[src/rtl/fetch_pkg.sv]
// Shared types and constants for the instruction fetch stage of the single-cycle MIPS datapath.
package fetch_pkg;

    typedef enum logic [1:0] {
        BOOT,
        RUN,
        HALTED,
        FAULT
    } fetch_state_t;

    localparam logic [31:0] NOP                = 32'h0000_0000;
    localparam logic [31:0] DEFAULT_RESET_PC   = 32'h0000_0000;
    localparam int          DEFAULT_IMEM_WORDS = 1024;

endpackage

[src/rtl/fetch_out_reg.sv]
// Output register between fetch and decode: holds one instruction and its PC under a valid/ready handshake.
module fetch_out_reg
    import fetch_pkg::*;
#(
    parameter int ADDR_WIDTH = 32,
    parameter int DATA_WIDTH = 32
) (
    input  logic                  i_clk,
    input  logic                  i_rst_n,
    input  logic                  i_load,
    input  logic                  i_flush,
    input  logic                  i_ready,
    input  logic [DATA_WIDTH-1:0] i_data,
    input  logic [ADDR_WIDTH-1:0] i_pc,
    output logic                  o_valid,
    output logic [DATA_WIDTH-1:0] o_instr,
    output logic [ADDR_WIDTH-1:0] o_pc
);

    // A flush wins over a load so a redirect never lets the stale word through.
    always_ff @(posedge i_clk or negedge i_rst_n) begin
        if (!i_rst_n) begin
            o_valid <= 1'b0;
            o_instr <= DATA_WIDTH'(NOP);
            o_pc    <= '0;
        end else if (i_flush) begin
            o_valid <= 1'b0;
        end else if (i_load) begin
            o_valid <= 1'b1;
            o_instr <= i_data;
            o_pc    <= i_pc;
        end else if (o_valid && i_ready) begin
            o_valid <= 1'b0;
        end
    end

endmodule

[src/rtl/instr_fetch.sv]
// Fetch stage: owns the PC, addresses the instruction ROM and hands words to decode.
module instr_fetch
    import fetch_pkg::*;
#(
    parameter int                    ADDR_WIDTH = 32,
    parameter int                    DATA_WIDTH = 32,
    parameter logic [ADDR_WIDTH-1:0] RESET_PC   = ADDR_WIDTH'(DEFAULT_RESET_PC),
    parameter int                    IMEM_WORDS = DEFAULT_IMEM_WORDS
) (
    input  logic                  i_clk,
    input  logic                  i_rst_n,
    output logic [ADDR_WIDTH-1:0] o_rom_addr,
    input  logic [DATA_WIDTH-1:0] i_rom_data,
    input  logic                  i_redirect_valid,
    input  logic [ADDR_WIDTH-1:0] i_redirect_pc,
    input  logic                  i_halt,
    input  logic                  i_instr_ready,
    output logic                  o_instr_valid,
    output logic [DATA_WIDTH-1:0] o_instr,
    output logic [ADDR_WIDTH-1:0] o_pc,
    output logic [ADDR_WIDTH-1:0] o_pc_plus4,
    output logic                  o_fault
);

    fetch_state_t          state;
    logic [ADDR_WIDTH-1:0] pc;
    logic                  out_of_range;
    logic                  misaligned;
    logic                  can_load;
    logic                  do_load;
    logic                  flush;

    assign o_rom_addr   = {2'b00, pc[ADDR_WIDTH-1:2]};
    assign o_pc_plus4   = o_pc + ADDR_WIDTH'(4);
    assign out_of_range = o_rom_addr >= ADDR_WIDTH'(IMEM_WORDS);
    assign misaligned   = i_redirect_pc[1:0] != 2'b00;
    assign can_load     = (state == RUN) && (!o_instr_valid || i_instr_ready);
    assign do_load      = can_load && !i_redirect_valid && !out_of_range && !i_halt;
    // Any accepted redirect drops the held word, even one being accepted this cycle.
    assign flush        = i_redirect_valid && (state != FAULT);

    always_ff @(posedge i_clk or negedge i_rst_n) begin
        if (!i_rst_n) begin
            pc      <= RESET_PC;
            state   <= BOOT;
            o_fault <= 1'b0;
        end else begin
            case (state)
                BOOT, HALTED: begin
                    if (i_redirect_valid) begin
                        if (misaligned) begin
                            o_fault <= 1'b1;
                            state   <= FAULT;
                        end else begin
                            pc    <= i_redirect_pc;
                            state <= RUN;
                        end
                    end else if (state == BOOT || !i_halt) begin
                        state <= RUN;
                    end
                end
                RUN: begin
                    if (i_redirect_valid) begin
                        if (misaligned) begin
                            o_fault <= 1'b1;
                            state   <= FAULT;
                        end else begin
                            pc <= i_redirect_pc;
                        end
                    end else if (out_of_range && can_load) begin
                        o_fault <= 1'b1;
                        state   <= FAULT;
                    end else if (i_halt) begin
                        state <= HALTED;
                    end else if (can_load) begin
                        pc <= pc + ADDR_WIDTH'(4);
                    end
                end
                FAULT: begin
                    state <= FAULT;
                end
                default: begin
                    state <= BOOT;
                end
            endcase
        end
    end

    fetch_out_reg #(
        .ADDR_WIDTH(ADDR_WIDTH),
        .DATA_WIDTH(DATA_WIDTH)
    ) u_out_reg (
        .i_clk   (i_clk),
        .i_rst_n (i_rst_n),
        .i_load  (do_load),
        .i_flush (flush),
        .i_ready (i_instr_ready),
        .i_data  (i_rom_data),
        .i_pc    (pc),
        .o_valid (o_instr_valid),
        .o_instr (o_instr),
        .o_pc    (o_pc)
    );

endmodule

[config.mk]
export PLATFORM = sky130hd
export DESIGN_NAME = instr_fetch
export DESIGN_NICKNAME = d
export VERILOG_FILES = /design/src/rtl/fetch_pkg.sv /design/src/rtl/fetch_out_reg.sv /design/src/rtl/instr_fetch.sv
export SDC_FILE = /design/constraint.sdc
export NUM_CORES = 1
export LEC_CHECK = 0
export ABC_CLOCK_PERIOD_IN_PS = 2300
export BUFFER_PORTS_ARGS = -buffer_cell sky130_fd_sc_hd__clkbuf_2
export CAP_MARGIN = 20
export CORE_ASPECT_RATIO = 1.5
export CORE_MARGIN = 5
export CORE_UTILIZATION = 35
export CTS_CLUSTER_DIAMETER = 150
export CTS_CLUSTER_SIZE = 14
export DETAILED_ROUTE_END_ITERATION = 7
export PLACE_DENSITY = 0.69
export SETUP_SLACK_MARGIN = 0.5
export SYNTH_ARGS = -nofsm -noshare
export SYNTH_HDL_FRONTEND = slang
export SYNTH_SLANG_ARGS = --single-unit
[constraint.sdc]
create_clock -name i_clk -period 2.3 [get_ports i_clk]
set_input_delay 0.46 -clock i_clk [delete_from_list [all_inputs] [get_ports i_clk]]
set_output_delay 0.46 -clock i_clk [all_outputs]
set_load 0.02 [all_outputs]
# Word-level counts from Yosys, hierarchy flattened
# Index checks and enable logic that the tools add are counted.
# totals
mem_bits_ro	0
in_bits	69
word_cells	67
latch_bits	0
n_memories	0
mem_bits_rw	0
reg_bits	100
# op_classes
n_lt_le_gt_ge	1
multipliers	0
div	0
n_bitwise	1
n_reduce_logical	22
n_mux	23
add_sub_neg	2
n_eq_ne	12
shifts	0
# ops
operator	n
$mux 32	6
$add 32x3->32 const B	2
$pmux 32 s2	1
$ge 30x11->1 const B	1
$ne 3x3->1 const B	5
$mux 2	7
$logic_and 1x1->1	7
$mux 1	7
$pmux 2 s3	1
$reduce_and 3->1	2
$reduce_and 5->1	1
$eq 2x2->1 const B	2
$logic_not 1->1	4
$ne 2x2->1 const B	2
$ne 4x3->1 const B	1
$reduce_bool 2->1	2
$ne 3x2->1 const B	1
$reduce_bool 3->1	1
$eq 2x1->1 const B	1
$logic_not 2->1	1
$logic_or 1x1->1	2
$pmux 1 s2	1
$reduce_and 2->1	1
$reduce_or 2->1	1
$not 1->1	1

# Logic depth before layout (Yosys ltp)
# Gate-level depths: netlist (run 1).
# logic_depth
word_depth	8
ltp_mapped	8
mapped_depth_nobuf	6

# Modules after synthesis
# From an unflattened synthesis (run 1), not the netlist that was laid out.
# hier_totals
cells_unflattened	466
hier_area_um2	5417.7
# modules_own_cells
module	seq_area_each_um2	area_each_um2	instances	cells_per_inst
fetch_out_reg	1626.6	2741.4	1	140
instr_fetch	875.8	2676.3	1	326

# Worst setup path before layout (run 1)
# No wires, ideal clock.
# synth_timing
kind	reg2out
start	register u_out_reg.o_pc[2]
end	output port o_pc_plus4[26]
path_slack_ns	-0.081
path_stages_with_launch	7
t_arrival_ns	1.921
path_cell_list	dfrtp_1 > ha_1 > nand4_1 > nor3_2 > nand3_1 > nor2_1 > xor2_1
# synth_between
elab_chain_len	1
# synth_rtl
item	line	source
start, declared	fetch_out_reg.sv:17	output logic [ADDR_WIDTH-1:0] o_pc
start signal, assigned	fetch_out_reg.sv:31	o_pc <= i_pc;
$add 32x3->32	instr_fetch.sv:34	assign o_pc_plus4 = o_pc + ADDR_WIDTH'(4);
end, declared	instr_fetch.sv:21	output logic [ADDR_WIDTH-1:0] o_pc_plus4,
# No other way between the ends.

# Worst setup path after layout (run 1)
# layout_timing
start	register u_out_reg.o_pc[2]
end	output port o_pc_plus4[28]
# Same word-level chain as after synthesis.

==> out/qor.csv, run 1 <==
stage,metric,value,unit
global_route,first-pass GRT wire length,28200,microns
clock_tree,CTS tree,yes,
synthesis,Synth Cell Area,5230,sq um
sta,final-report max-slew violation count,0,
sta,setup ws final,-0.244,ns
global_route,global route total overflow,0,
synthesis,"Distinct cells, synth",51,
sta,Slew HR,49.6,%
power_and_ir_drop,P_sw,1.24,mW
global_route,vias in the first global route,5378,
synthesis,Most used DFF post-synth,dfrtp_1,
synthesis,largest cells by area after synthesis,"dfrtp_1 (48%), nand2_1 (13%), buf_4 (5.6%), and2_1 (2.8%), nand3_1 (2.7%)",
synthesis,Yosys warning total,0,
synthesis,Synth Instances,601,
drt,vias,5359,
cells_and_area,final core occ,61.4,%
drt,DR pass1 iterations,4,
cells_and_area,final net count,925,
power_and_ir_drop,Reg power frac,46.2,%
power_and_ir_drop,P_leak,4.71,nW
status,status,"finished, violations left",
setup_path,Max stage delay on crit path,0.40,ns
synthesis,"count leader, synth",nand2_1,
hold_path,hold crit path type,input port to async pin,
global_route,largest net degree at the start of global routing,48,
placed_design,Port Buffers,196,
floorplan,FP Rows,54,
power_and_ir_drop,Gate power share,17.1,%
setup_path,Setup CP Type,register to primary output,
setup_path,WP buf/inv,1,
floorplan,die width,110,microns
sta,Final min period,2.54,ns
placed_design,cell count after placement,964,
floorplan,Die ar.,17500,sq um
drt,DRT iter0 DRCs,272,
power_and_ir_drop,total power,4.27,mW
setup_path,cells along the critical path,ha_4 > nand4_1 > nor3_4 > nand3_4 > nor2_4 > xor2_2 > clkbuf_8,
floorplan,I/O pins,199,
floorplan,die height,160,microns
setup_path,worst-path maximum fanout,4,
clock_tree,hold buffers post-CTS,0,
drt,DRC Markers,0,
sta,Worst Tran Pin Value,0.748,ns
setup_path,Reg2Reg Depth,9,
sta,final worst path period share,111,%
drt,antenna-violating nets left,0,
global_route,met2 global-route usage,36.5,%
synthesis,ys async rst share,100,%
setup_path,FF-to-FF Start,pc[30],
clock_tree,clk root buf,clkbuf_16,
synthesis,top-area cell type share of the netlist area,47.8,%
floorplan,Core Footprint,14600,sq um
power_and_ir_drop,PD cells,476,nW/um^2
setup_path,Critical-path top delay cell,dfrtp_2,
cells_and_area,FF/Latch Area,2520,sq um
clock_tree,clk sink count,100,
drt,vias per inst,5.08,
flow_run,maxcap violations,0,
synthesis,Yosys top cell by area,dfrtp_1,
power_and_ir_drop,Clock power frac,36.8,%
drt,Total Wirelength,19100,microns
setup_path,Critical Path Source Type,register,
sta,setup TNS,-3.59,ns
setup_path,WP depth,7,
cells_and_area,layout cells sized above 1,61.5,%
cells_and_area,Ant. Diodes,0,
cells_and_area,final instance area,8970,sq um
power_and_ir_drop,P_int,3.02,mW
synthesis,Seq cells post-synth,100,
clock_tree,H-tree Lvls,3,
clock_tree,Clock Latency Late Sink,0.35,ns
setup_path,R2R Setup Slk,0.25,ns
cells_and_area,synthesis-to-layout area growth,71.5,%
sta,Max Clk Rate,0.393,GHz
setup_path,"delay-heaviest family, CP",simple AND/OR/NAND/NOR gates,
drt,per-cell routed wire length,18.1,microns
synthesis,sequential fraction of the synthesis area,47.8,%
global_route,met1 usage,23.1,%
placed_design,DP Area,6580,sq um
clock_tree,CTS Buf Count,9,
sta,Final Hold Fails,0,
placed_design,dpl hpwl,11600,microns
power_and_ir_drop,switching share of power,29.1,%
power_and_ir_drop,peak supply drop,0.354,mV
placed_design,dpl ws,0.0170,ns
clock_tree,Worst-path clk slew,0.07,ns
sta,Final setup viols,19,
cells_and_area,fill cell count,1180,
setup_path,required time of the worst setup path,1.84,ns
synthesis,number of flops mapped to enable cells by yosys,0,
global_route,met3 Usage GRT,3.27,%
setup_path,Worst setup endpoint,o_pc_plus4[28],
cells_and_area,Non-Filler Instances,1054,
placed_design,RD Place Congestion,0.882,
synthesis,syn avg cell area,8.70,sq um
status,violated checks,negative setup slack,
setup_path,FF-to-FF End,u_out_reg.o_instr[23],
cells_and_area,multi-input logic area,3380,sq um
setup_path,Critical Path Start,u_out_reg.o_pc[2],
global_route,Total GRT Usage,20.4,%
sta,Setup Skew,0.0107,ns
setup_path,crit end category,primary output,
floorplan,Starting Density,35.8,%
clock_tree,Clock Path Buffers,2,
sta,Hold WS,0.0951,ns
setup_path,WP data arrival,2.08,ns
sta,RSZ-0062 raised after global routing,yes,
global_route,layer with the highest usage,met2,
synthesis,Synth top cells by count,"nand2_1 (186), dfrtp_1 (100), buf_4 (39), nor2_1 (30), nand3_1 (28)",
global_route,initial antenna violation count,0,
## worst min-delay path by stage
stage	from	to	slack, ns	depth (start not counted)
2_1_floorplan	i_rst_n	o_fault	0.16	0
3_3_place_gp	u_out_reg.o_instr[6]	u_out_reg.o_instr[6]	0.45	2
6_report	i_rst_n	u_out_reg.o_instr[0]	0.1	1
3_5_place_dp	u_out_reg.o_instr[27]	u_out_reg.o_instr[27]	0.45	2
5_1_grt	i_rst_n	u_out_reg.o_instr[1]	0.14	1
4_1_cts	i_rst_n	u_out_reg.o_instr[1]	0.11	1
## power by group through the flow
stage                     registers, mW  logic, mW  clock network (mW)
after global routing               1.98      0.786                1.67
after detailed placement           2.00      0.615                   0
after global placement             2.00      0.609                   0
after floorplan                    1.97      0.462                   0
final                              1.97      0.729                1.57
after CTS                          1.97      0.694                1.59
## registers in the layout, indices dropped and copies added (netlist names)
register / cells
pc: 32
u_out_reg.o_pc: 32
state: 2
o_fault: 1
u_out_reg.o_instr: 32
u_out_reg.o_valid: 1
## area by class of cell
cell class	count	share of cell area, %
well taps	196	2.73
repair buffers	300	27.7
flip-flops and latches	100	28.1
multi-input cells	433	37.7
inverters	9	0.377
clock buffers	10	2.66
clock inverters	6	0.795
## logic make-up after synthesis
logic type	Yosys count	synth area share (%)
XOR/XNOR	28	4.69
AND/OR/NAND/NOR	328	29.7
adder cells (fa/ha/maj)	3	0.718
AO/OA/AOI/OAI	67	7.94
other	1	0.0717
flip-flops	100	47.8
multiplexers	5	1.03
buffers and inverters	69	7.99
## repair_timing
| item | 4_1_cts | 5_1_grt |
|---|---|---|
| gates resized for setup | 213 | 122 |
| setup buffers | 45 | 16 |
| endpoints found under the setup margin | 112 | 117 |
| pin swaps | 100 | 78 |
| cloned | 12 | 1 |
## routing by layer
layer | share of wire (%) | vias up
met5 | 0 | -
met4 | 3.9 | 0
met3 | 5.6 | 48
met2 | 54 | 209
met1 | 36 | 2617
li1 | - | 2485
## layout by cell type (no fill, tap or decap), types with 4 or more instances in the layout
master and count:
inv_1 8, nor2_1 18, xnor2_2 12, nand4_1 10, a21oi_2 8, nand2_1 104
buf_12 15, buf_16 11, clkbuf_8 11, clkbuf_16 11, xor2_2 8, nor2_4 11
dfrtp_2 14, o21ai_0 10, nand3_4 5, clkbuf_2 166, nand3_2 4, buf_8 4
nand2_4 32, buf_4 63, and3_4 6, and3_1 4, nand3_1 19, buf_6 29
and2_4 20, a21oi_1 17, xor2_1 4, nand2_2 47, nor3_1 5, dfrtp_1 86
Power figures use the tool's default switching activity.
==> run 2, diff against run 1 <==
--- a/config.mk
+++ b/config.mk
@@ -5,6 +5,7 @@
 export SDC_FILE = /design/constraint.sdc
 export NUM_CORES = 1
 export LEC_CHECK = 0
+export ABC_AREA = 1
 export ABC_CLOCK_PERIOD_IN_PS = 2300
 export BUFFER_PORTS_ARGS = -buffer_cell sky130_fd_sc_hd__clkbuf_2
 export CAP_MARGIN = 20
@@ -14,7 +15,7 @@
 export CTS_CLUSTER_DIAMETER = 150
 export CTS_CLUSTER_SIZE = 14
 export DETAILED_ROUTE_END_ITERATION = 7
-export PLACE_DENSITY = 0.69
+export PLACE_DENSITY = 0.68
 export SETUP_SLACK_MARGIN = 0.5
 export SYNTH_ARGS = -nofsm -noshare
 export SYNTH_HDL_FRONTEND = slang
==> run 2 against run 1 <==
  * The flow still finishes with violations (negative setup slack)
  * Clock skew rose by 0.0011 ns
  * Clock-buffer cell count down 1
  * Flip-flop and latch count unchanged
  * Final area is 1.7% lower
  * Combinational power grew 66%
  * Die area up 16%
  * Area after synthesis rose by 17%
  * Global-route usage shrank 0.91 points
  * Critical endpoint is now o_pc_plus4[27]
==> out/qor.csv, run 2 <==
stage,metric,value,unit,change
sta,Final Hold Fails,0,,unchanged
clock_tree,Clock Latency Late Sink,0.35,ns,about the same
clock_tree,clk sink count,100,,unchanged
setup_path,Max stage delay on crit path,0.40,ns,about the same
global_route,first-pass GRT wire length,31800,microns,was 28200 microns
floorplan,Core Footprint,17300,sq um,was 14600 sq um
setup_path,Setup CP Type,register to primary output,,unchanged
cells_and_area,fill cell count,1683,,was 1180
sta,Final min period,2.44,ns,was 2.54 ns
drt,antenna-violating nets left,0,,unchanged
sta,Final setup viols,17,,was 19
floorplan,Die ar.,20400,sq um,was 17500 sq um
sta,Max Clk Rate,0.410,GHz,was 0.393 GHz
floorplan,die height,172,microns,was 160 microns
cells_and_area,Ant. Diodes,0,,unchanged
clock_tree,CTS tree,yes,,unchanged
cells_and_area,top flop regs,"pc (32), u_out_reg.o_instr (32), u_out_reg.o_pc (32)",,unchanged
setup_path,cells along the critical path,buf_6 > inv_4 > nor3_4 > buf_6 > nand4_4 > nor2_4 > nand2_4 > nor2_4 > xor2_2 > clkbuf_8,,was ha_4 > nand4_1 > nor3_4 > nand3_4 > nor2_4 > xor2_2 > clkbuf_8
clock_tree,Clock Path Buffers,2,,unchanged
global_route,vias in the first global route,6106,,was 5378
synthesis,Most used DFF post-synth,dfrtp_1,,unchanged
flow_run,maxcap violations,0,,unchanged
setup_path,Critical-path top delay cell,dfrtp_2,,unchanged
floorplan,die width,118,microns,was 110 microns
sta,Setup Skew,0.0118,ns,was 0.0107 ns
drt,DRT iter0 DRCs,555,,was 272
synthesis,syn avg cell area,7.15,sq um,was 8.70 sq um
floorplan,I/O pins,199,,unchanged
power_and_ir_drop,P_leak,4.53,nW,was 4.71 nW
cells_and_area,final net count,1158,,was 925
setup_path,WP buf/inv,4,,was 1
global_route,global route total overflow,0,,unchanged
cells_and_area,most frequent cells in the layout,"nand2_1 (285), clkbuf_2 (166), nor2_1 (77)",,"was clkbuf_2 (166), nand2_1 (104), dfrtp_1 (86)"
setup_path,worst-path maximum fanout,3,,was 4
synthesis,ys async rst share,100,%,unchanged
cells_and_area,"commonest non-fill, non-tap cell in the layout",nand2_1,,was clkbuf_2
synthesis,Yosys top cell by area,dfrtp_1,,unchanged
sta,Slew HR,59.5,%,was 49.6%
synthesis,"count leader, synth",nand2_1,,unchanged
drt,per-cell routed wire length,16.4,microns,was 18.1 microns
drt,DRC Markers,0,,unchanged
sta,RSZ-0062 raised after global routing,yes,,unchanged
synthesis,Synth top cells by count,"nand2_1 (300), dfrtp_1 (100), nor2_1 (96), inv_1 (79), nand3_1 (41)",,"was nand2_1 (186), dfrtp_1 (100), buf_4 (39), nor2_1 (30), nand3_1 (28)"
sta,setup ws final,-0.138,ns,was -0.244 ns
drt,vias,6416,,was 5359
clock_tree,clk root buf,clkbuf_16,,unchanged
placed_design,cell count after placement,1227,,was 964
global_route,initial antenna violation count,0,,unchanged
global_route,Total GRT Usage,19.5,%,was 20.4%
global_route,largest net degree at the start of global routing,42,,was 48
floorplan,FP Rows,59,,was 54
status,status,"finished, violations left",,unchanged
sta,final-report max-slew violation count,0,,unchanged
cells_and_area,synthesis-to-layout area growth,43.5,%,was 71.5%
setup_path,crit end category,primary output,,unchanged
placed_design,dpl hpwl,15400,microns,was 11600 microns
clock_tree,CTS Buf Count,9,,unchanged
synthesis,sequential fraction of the synthesis area,40.7,%,was 47.8%
synthesis,number of flops mapped to enable cells by yosys,0,,unchanged
setup_path,"delay-heaviest family, CP",simple AND/OR/NAND/NOR gates,,unchanged
clock_tree,Worst-path clk slew,0.09,ns,was 0.07 ns
status,violated checks,negative setup slack,,unchanged
clock_tree,hold buffers post-CTS,0,,unchanged
setup_path,required time of the worst setup path,1.84,ns,about the same
drt,Total Wirelength,21400,microns,was 19100 microns
sta,final worst path period share,106,%,was 111%
cells_and_area,Non-Filler Instances,1304,,was 1054
sta,Worst Tran Pin Value,0.606,ns,was 0.748 ns
synthesis,Synth Instances,859,,was 601
synthesis,largest cells by area after synthesis,"dfrtp_1 (41%), nand2_1 (18%), nor2_1 (5.9%), inv_1 (4.8%), buf_4 (4.6%)",,"was dfrtp_1 (48%), nand2_1 (13%), buf_4 (5.6%), and2_1 (2.8%), nand3_1 (2.7%)"
synthesis,"Distinct cells, synth",39,,was 51
floorplan,Starting Density,35.4,%,was 35.8%
drt,DR pass1 iterations,5,,was 4
synthesis,Yosys warning total,0,,unchanged
hold_path,hold crit path type,input port to async pin,,unchanged
power_and_ir_drop,PD cells,560,nW/um^2,was 476 nW/um^2
cells_and_area,layout cells sized above 1,40.9,%,was 61.5%
power_and_ir_drop,peak supply drop,0.350,mV,was 0.354 mV
synthesis,top-area cell type share of the netlist area,40.7,%,was 47.8%
setup_path,WP data arrival,1.98,ns,was 2.08 ns
placed_design,RD Place Congestion,0.917,,was 0.882
setup_path,Critical Path Source Type,register,,unchanged
synthesis,Seq cells post-synth,100,,unchanged
power_and_ir_drop,total power,4.94,mW,was 4.27 mW
clock_tree,H-tree Lvls,3,,unchanged
synthesis,Synth Cell Area,6140,sq um,was 5230 sq um
placed_design,Port Buffers,196,,unchanged
drt,vias per inst,4.92,,was 5.08
[run 2: changes by cell type after synthesis, moves of 7 or more]
| cell | before | now |
|---|---|---|
| nand2_1 | 186 | 300 |
| inv_1 | 9 | 79 |
| nor2_1 | 30 | 96 |
| and2_1 | 23 | 0 |
| o21ai_0 | 13 | 33 |
| xnor2_1 | 16 | 1 |
| xor2_1 | 12 | 26 |
| nand3_1 | 28 | 41 |
| o211ai_1 | 0 | 13 |
| a21oi_1 | 25 | 15 |
| nor2_2 | 0 | 8 |
| o21ai_2 | 0 | 8 |
| and3_1 | 10 | 3 |
[run 2: repair_timing]
action / 4_1_cts / 5_1_grt
cloned: 1 / 3
setup buffers: 35 / 22
setup endpoints to repair: 98 / 99
gates resized for setup: 126 / 70
pin swaps: 24 / 31
[run 2: power breakdown]
group	total, mW	internal (mW)	leakage (nW)	switching [mW]
combinational	1.21	0.438	3.18	0.768
sequential	2.14	1.90	1.20	0.238
clock	1.59	0.789	0.152	0.803
[run 2: cell families (layout without fill, tap and decap cells)]
family | after synthesis | in the layout | synth area share, %
simple gates | 499 | 503 | 34.5
buf+inv | 145 | 372 | 12.0
flops | 100 | 100 | 40.7
compound gates | 83 | 83 | 8.12
xor+xnor | 27 | 27 | 3.85
fa+ha+maj | 3 | 3 | 0.611
other cells | 1 | 2 | 0.0610
mux | 1 | 1 | 0.163
[run 2: final cells by class]
| cell class | instances | area (sq um) | area share (%) |
|---|---|---|---|
| clock inverters | 7 | 86.3 | 0.979 |
| flip-flops and latches | 100 | 2540 | 28.8 |
| clock buffers | 9 | 225 | 2.56 |
| well taps | 213 | 267 | 3.02 |
| inverters | 83 | 329 | 3.73 |
| multi-input cells | 619 | 3510 | 39.9 |
| repair buffers | 273 | 1860 | 21.1 |
[run 2: worst paths after layout]
kind	start	endpoint	slack, ns	cells after the start
max	u_out_reg.o_pc[2]	o_pc_plus4[27]	-0.14	10
min	i_rst_n	u_out_reg.o_pc[15]	0.07	1
max reg2reg	pc[20]	pc[13]	0.60	9
min reg2reg	o_fault	o_fault	0.47	1
max in group asynchronous	i_rst_n	pc[20]	1.56	2
min in group i_clk	i_rom_data[20]	u_out_reg.o_instr[20]	0.29	3
[run 2: metrics by stage]
stage	TNS, ns	cell area (sq um)	setup WS [ns]	hold slack [ns]	utilization [%]
final	-1.25	8810	-0.138	0.0679	50.8
after global routing	-3.09	8810	-0.233	0.107	50.8
after CTS	-1.57	8420	-0.179	0.0863	48.5
after detailed placement	0	7330	0.123	0.457	42.2
after global placement	0	7330	0.147	0.451	42.2
after floorplan	0	6320	0.267	0.164	-
[run 2: routing by layer]
metal / vias to the layer above / wire length (microns) / track usage [%]
li1: 3115 / - / -
met1: 3004 / 7890 / 22.1
met2: 243 / 11700 / 37.1
met3: 54 / 1020 / 2.68
met4: 0 / 838 / 6.99
met5: - / 0 / 0
==> run 3, diff against run 2 <==
--- a/config.mk
+++ b/config.mk
@@ -6,16 +6,16 @@
 export NUM_CORES = 1
 export LEC_CHECK = 0
 export ABC_AREA = 1
-export ABC_CLOCK_PERIOD_IN_PS = 2300
+export ABC_CLOCK_PERIOD_IN_PS = 3000
 export BUFFER_PORTS_ARGS = -buffer_cell sky130_fd_sc_hd__clkbuf_2
 export CAP_MARGIN = 20
 export CORE_ASPECT_RATIO = 1.5
 export CORE_MARGIN = 5
-export CORE_UTILIZATION = 35
+export CORE_UTILIZATION = 52
 export CTS_CLUSTER_DIAMETER = 150
 export CTS_CLUSTER_SIZE = 14
 export DETAILED_ROUTE_END_ITERATION = 7
-export PLACE_DENSITY = 0.68
+export PLACE_DENSITY = 0.91
 export SETUP_SLACK_MARGIN = 0.5
 export SYNTH_ARGS = -nofsm -noshare
 export SYNTH_HDL_FRONTEND = slang
==> constraint.sdc (replaced) <==
create_clock -name i_clk -period 3 [get_ports i_clk]
set_input_delay 0.6 -clock i_clk [delete_from_list [all_inputs] [get_ports i_clk]]
set_output_delay 0.6 -clock i_clk [all_outputs]
set_load 0.02 [all_outputs]
==> run 3 against run 2 <==
  * The run now ends clean
  * Routed wire length shrank 14%
  * Register-to-register slack gained 0.32 ns
  * Setup slack gained 0.53 ns
  * Sequential power shrank 22%
  * Critical path type unchanged
==> out/qor.csv, run 3 (synthesized netlist as in run 2, its figures left out) <==
stage,metric,value,unit,change
setup_path,required time of the worst setup path,2.40,ns,was 1.84 ns
sta,final-report max-slew violation count,0,,unchanged
clock_tree,clk sink count,100,,unchanged
cells_and_area,Ant. Diodes,0,,unchanged
cells_and_area,final net count,1100,,was 1158
power_and_ir_drop,Reg power frac,45.3,%,was 43.4%
floorplan,die height,143,microns,was 172 microns
sta,final worst path period share,87.0,%,
sta,Final min period,2.61,ns,
clock_tree,CTS tree,yes,,unchanged
floorplan,I/O pins,199,,unchanged
drt,DRT iter0 DRCs,326,,was 555
sta,setup ws final,0.391,ns,was -0.138 ns
setup_path,Setup CP Type,register to primary output,,unchanged
sta,Max Clk Rate,0.383,GHz,
drt,vias,6176,,was 6416
drt,per-cell routed wire length,15.6,microns,was 16.4 microns
cells_and_area,final core occ,65.5,%,was 50.8%
cells_and_area,fill cell count,1037,,was 1683
power_and_ir_drop,P_int,2.34,mW,was 3.13 mW
placed_design,RD Place Congestion,0.954,,was 0.917
cells_and_area,final instance area,7560,sq um,was 8810 sq um
power_and_ir_drop,P_sw,1.31,mW,was 1.81 mW
sta,Hold WS,0.270,ns,was 0.0679 ns
placed_design,DP Area,6980,sq um,was 7330 sq um
floorplan,Starting Density,53.3,%,was 35.4%
clock_tree,hold buffers post-CTS,0,,unchanged
clock_tree,Clock Path Buffers,2,,unchanged
power_and_ir_drop,Gate power share,21.9,%,was 24.4%
sta,Worst Tran Pin Value,0.630,ns,was 0.606 ns
global_route,initial antenna violation count,0,,unchanged
setup_path,Max stage delay on crit path,0.39,ns,was 0.40 ns
sta,setup TNS,0,ns,was -1.25 ns
setup_path,Critical Path Start,u_out_reg.o_pc[2],,unchanged
setup_path,worst-path maximum fanout,4,,was 3
placed_design,dpl ws,0.687,ns,was 0.123 ns
sta,RSZ-0062 raised after global routing,yes,,unchanged
drt,antenna-violating nets left,0,,unchanged
global_route,vias in the first global route,5986,,was 6106
hold_path,hold crit path type,input port to async pin,,unchanged
clock_tree,Clock Latency Late Sink,0.35,ns,about the same
sta,Final Hold Fails,0,,unchanged
clock_tree,Worst-path clk slew,0.08,ns,was 0.09 ns
placed_design,dpl hpwl,14100,microns,was 15400 microns
power_and_ir_drop,peak supply drop,0.344,mV,was 0.350 mV
cells_and_area,Non-Filler Instances,1183,,was 1304
power_and_ir_drop,P_leak,4.09,nW,was 4.53 nW
flow_run,maxcap violations,0,,unchanged
status,status,"complete, no violations",,"was finished, violations left"
clock_tree,clk root buf,clkbuf_16,,unchanged
cells_and_area,most frequent cells in the layout,"nand2_1 (300), clkbuf_2 (179), dfrtp_1 (95)",,"was nand2_1 (285), clkbuf_2 (166), nor2_1 (77)"
cells_and_area,layout cells sized above 1,28.7,%,was 40.9%
drt,DRC Markers,0,,unchanged
sta,Setup Skew,0.0128,ns,was 0.0118 ns
power_and_ir_drop,total power,3.66,mW,was 4.94 mW
placed_design,cell count after placement,1153,,was 1227
setup_path,crit end category,primary output,,unchanged
global_route,Total GRT Usage,25.9,%,was 19.5%
clock_tree,CTS Buf Count,9,,unchanged
setup_path,Critical-path top delay cell,dfrtp_1,,was dfrtp_2
sta,Final setup viols,0,,was 17
floorplan,die width,98.8,microns,was 118 microns
placed_design,Port Buffers,196,,unchanged
drt,vias per inst,5.22,,was 4.92
setup_path,cells along the critical path,inv_1 > nor3_4 > buf_4 > buf_4 > inv_1 > nor2_4 > nand2_1 > xor2_1 > buf_4,,was buf_6 > inv_4 > nor3_4 > buf_6 > nand4_4 > nor2_4 > nand2_4 > nor2_4 > xor2_2 > clkbuf_8
cells_and_area,"commonest non-fill, non-tap cell in the layout",nand2_1,,unchanged
global_route,global route total overflow,0,,unchanged
global_route,first-pass GRT wire length,29400,microns,was 31800 microns
power_and_ir_drop,Clock power frac,32.8,%,was 32.2%
drt,DR pass1 iterations,5,,unchanged
power_and_ir_drop,switching share of power,36.0,%,was 36.6%
global_route,largest net degree at the start of global routing,53,,was 42
setup_path,Critical Path Source Type,register,,unchanged
setup_path,R2R Setup Slk,0.92,ns,was 0.60 ns
cells_and_area,synthesis-to-layout area growth,23.0,%,was 43.5%
floorplan,FP Rows,48,,was 59
setup_path,most frequent CP cell,buf_4,,
floorplan,Die ar.,14100,sq um,was 20400 sq um
cells_and_area,top flop regs,"pc (32), u_out_reg.o_instr (32), u_out_reg.o_pc (32)",,unchanged
clock_tree,H-tree Lvls,3,,unchanged
setup_path,FF-to-FF Start,pc[29],,was pc[20]
floorplan,Core Footprint,11500,sq um,was 17300 sq um
setup_path,WP data arrival,2.01,ns,was 1.98 ns
power_and_ir_drop,PD cells,484,nW/um^2,was 560 nW/um^2
sta,Slew HR,58.0,%,was 59.5%
drt,Total Wirelength,18500,microns,was 21400 microns
==> run 3: path summary, 6_finish.rpt <==
| kind | end | cells after the start |
|---|---|---|
| min in group i_clk | u_out_reg.o_instr[23] | 3 |
| max in group asynchronous | u_out_reg.o_pc[5] | 2 |
| min | pc[1] | 1 |
| max reg2reg | u_out_reg.o_instr[9] | 10 |
| min reg2reg | pc[1] | 2 |
| max | o_pc_plus4[29] | 9 |
==> run 3: layout make-up <==
cell class	instances	area (sq um)	area share (%)
multi-input combinational	615	3030	40.0
inverter	83	312	4.12
clock buffer	9	225	2.98
sequential	100	2510	33.2
tap	150	188	2.48
timing repair buffer	219	1210	16.1
clock inverter	7	86.3	1.14
==> run 3: what timing repair did <==
item	CTS	global route
gates cloned	0	0
pin swaps	8	16
resized for setup	19	44
buffers inserted	8	6
endpoints found under the setup margin	14	22
==> run 3: power groups by stage <==
stage          sequential [mW]  combinational [mW]  clock [mW]
2_1_floorplan             1.61               0.692           0
3_3_place_gp              1.67               0.787           0
3_5_place_dp              1.68               0.805           0
4_1_cts                   1.65               0.810        1.21
5_1_grt                   1.68               0.910        1.27
6_report                  1.66               0.802        1.20
==> run 3: layer usage <==
metal / vias up / track usage, % / wire [microns]
li1: 3021 / - / -
met4: 0 / 11.2 / 780
met1: 2866 / 29.3 / 6700
met2: 229 / 47.2 / 10000
met5: - / 0 / 0
met3: 60 / 4.55 / 996
==> run 3: critical path: cells and delay by family, from the launching register on <==
family | cells | cell delay (ns)
AND/OR/NAND/NOR | 3 | 0.51
buffers and inverters | 5 | 0.59
XOR/XNOR | 1 | 0.16
flip-flops | 1 | 0.39
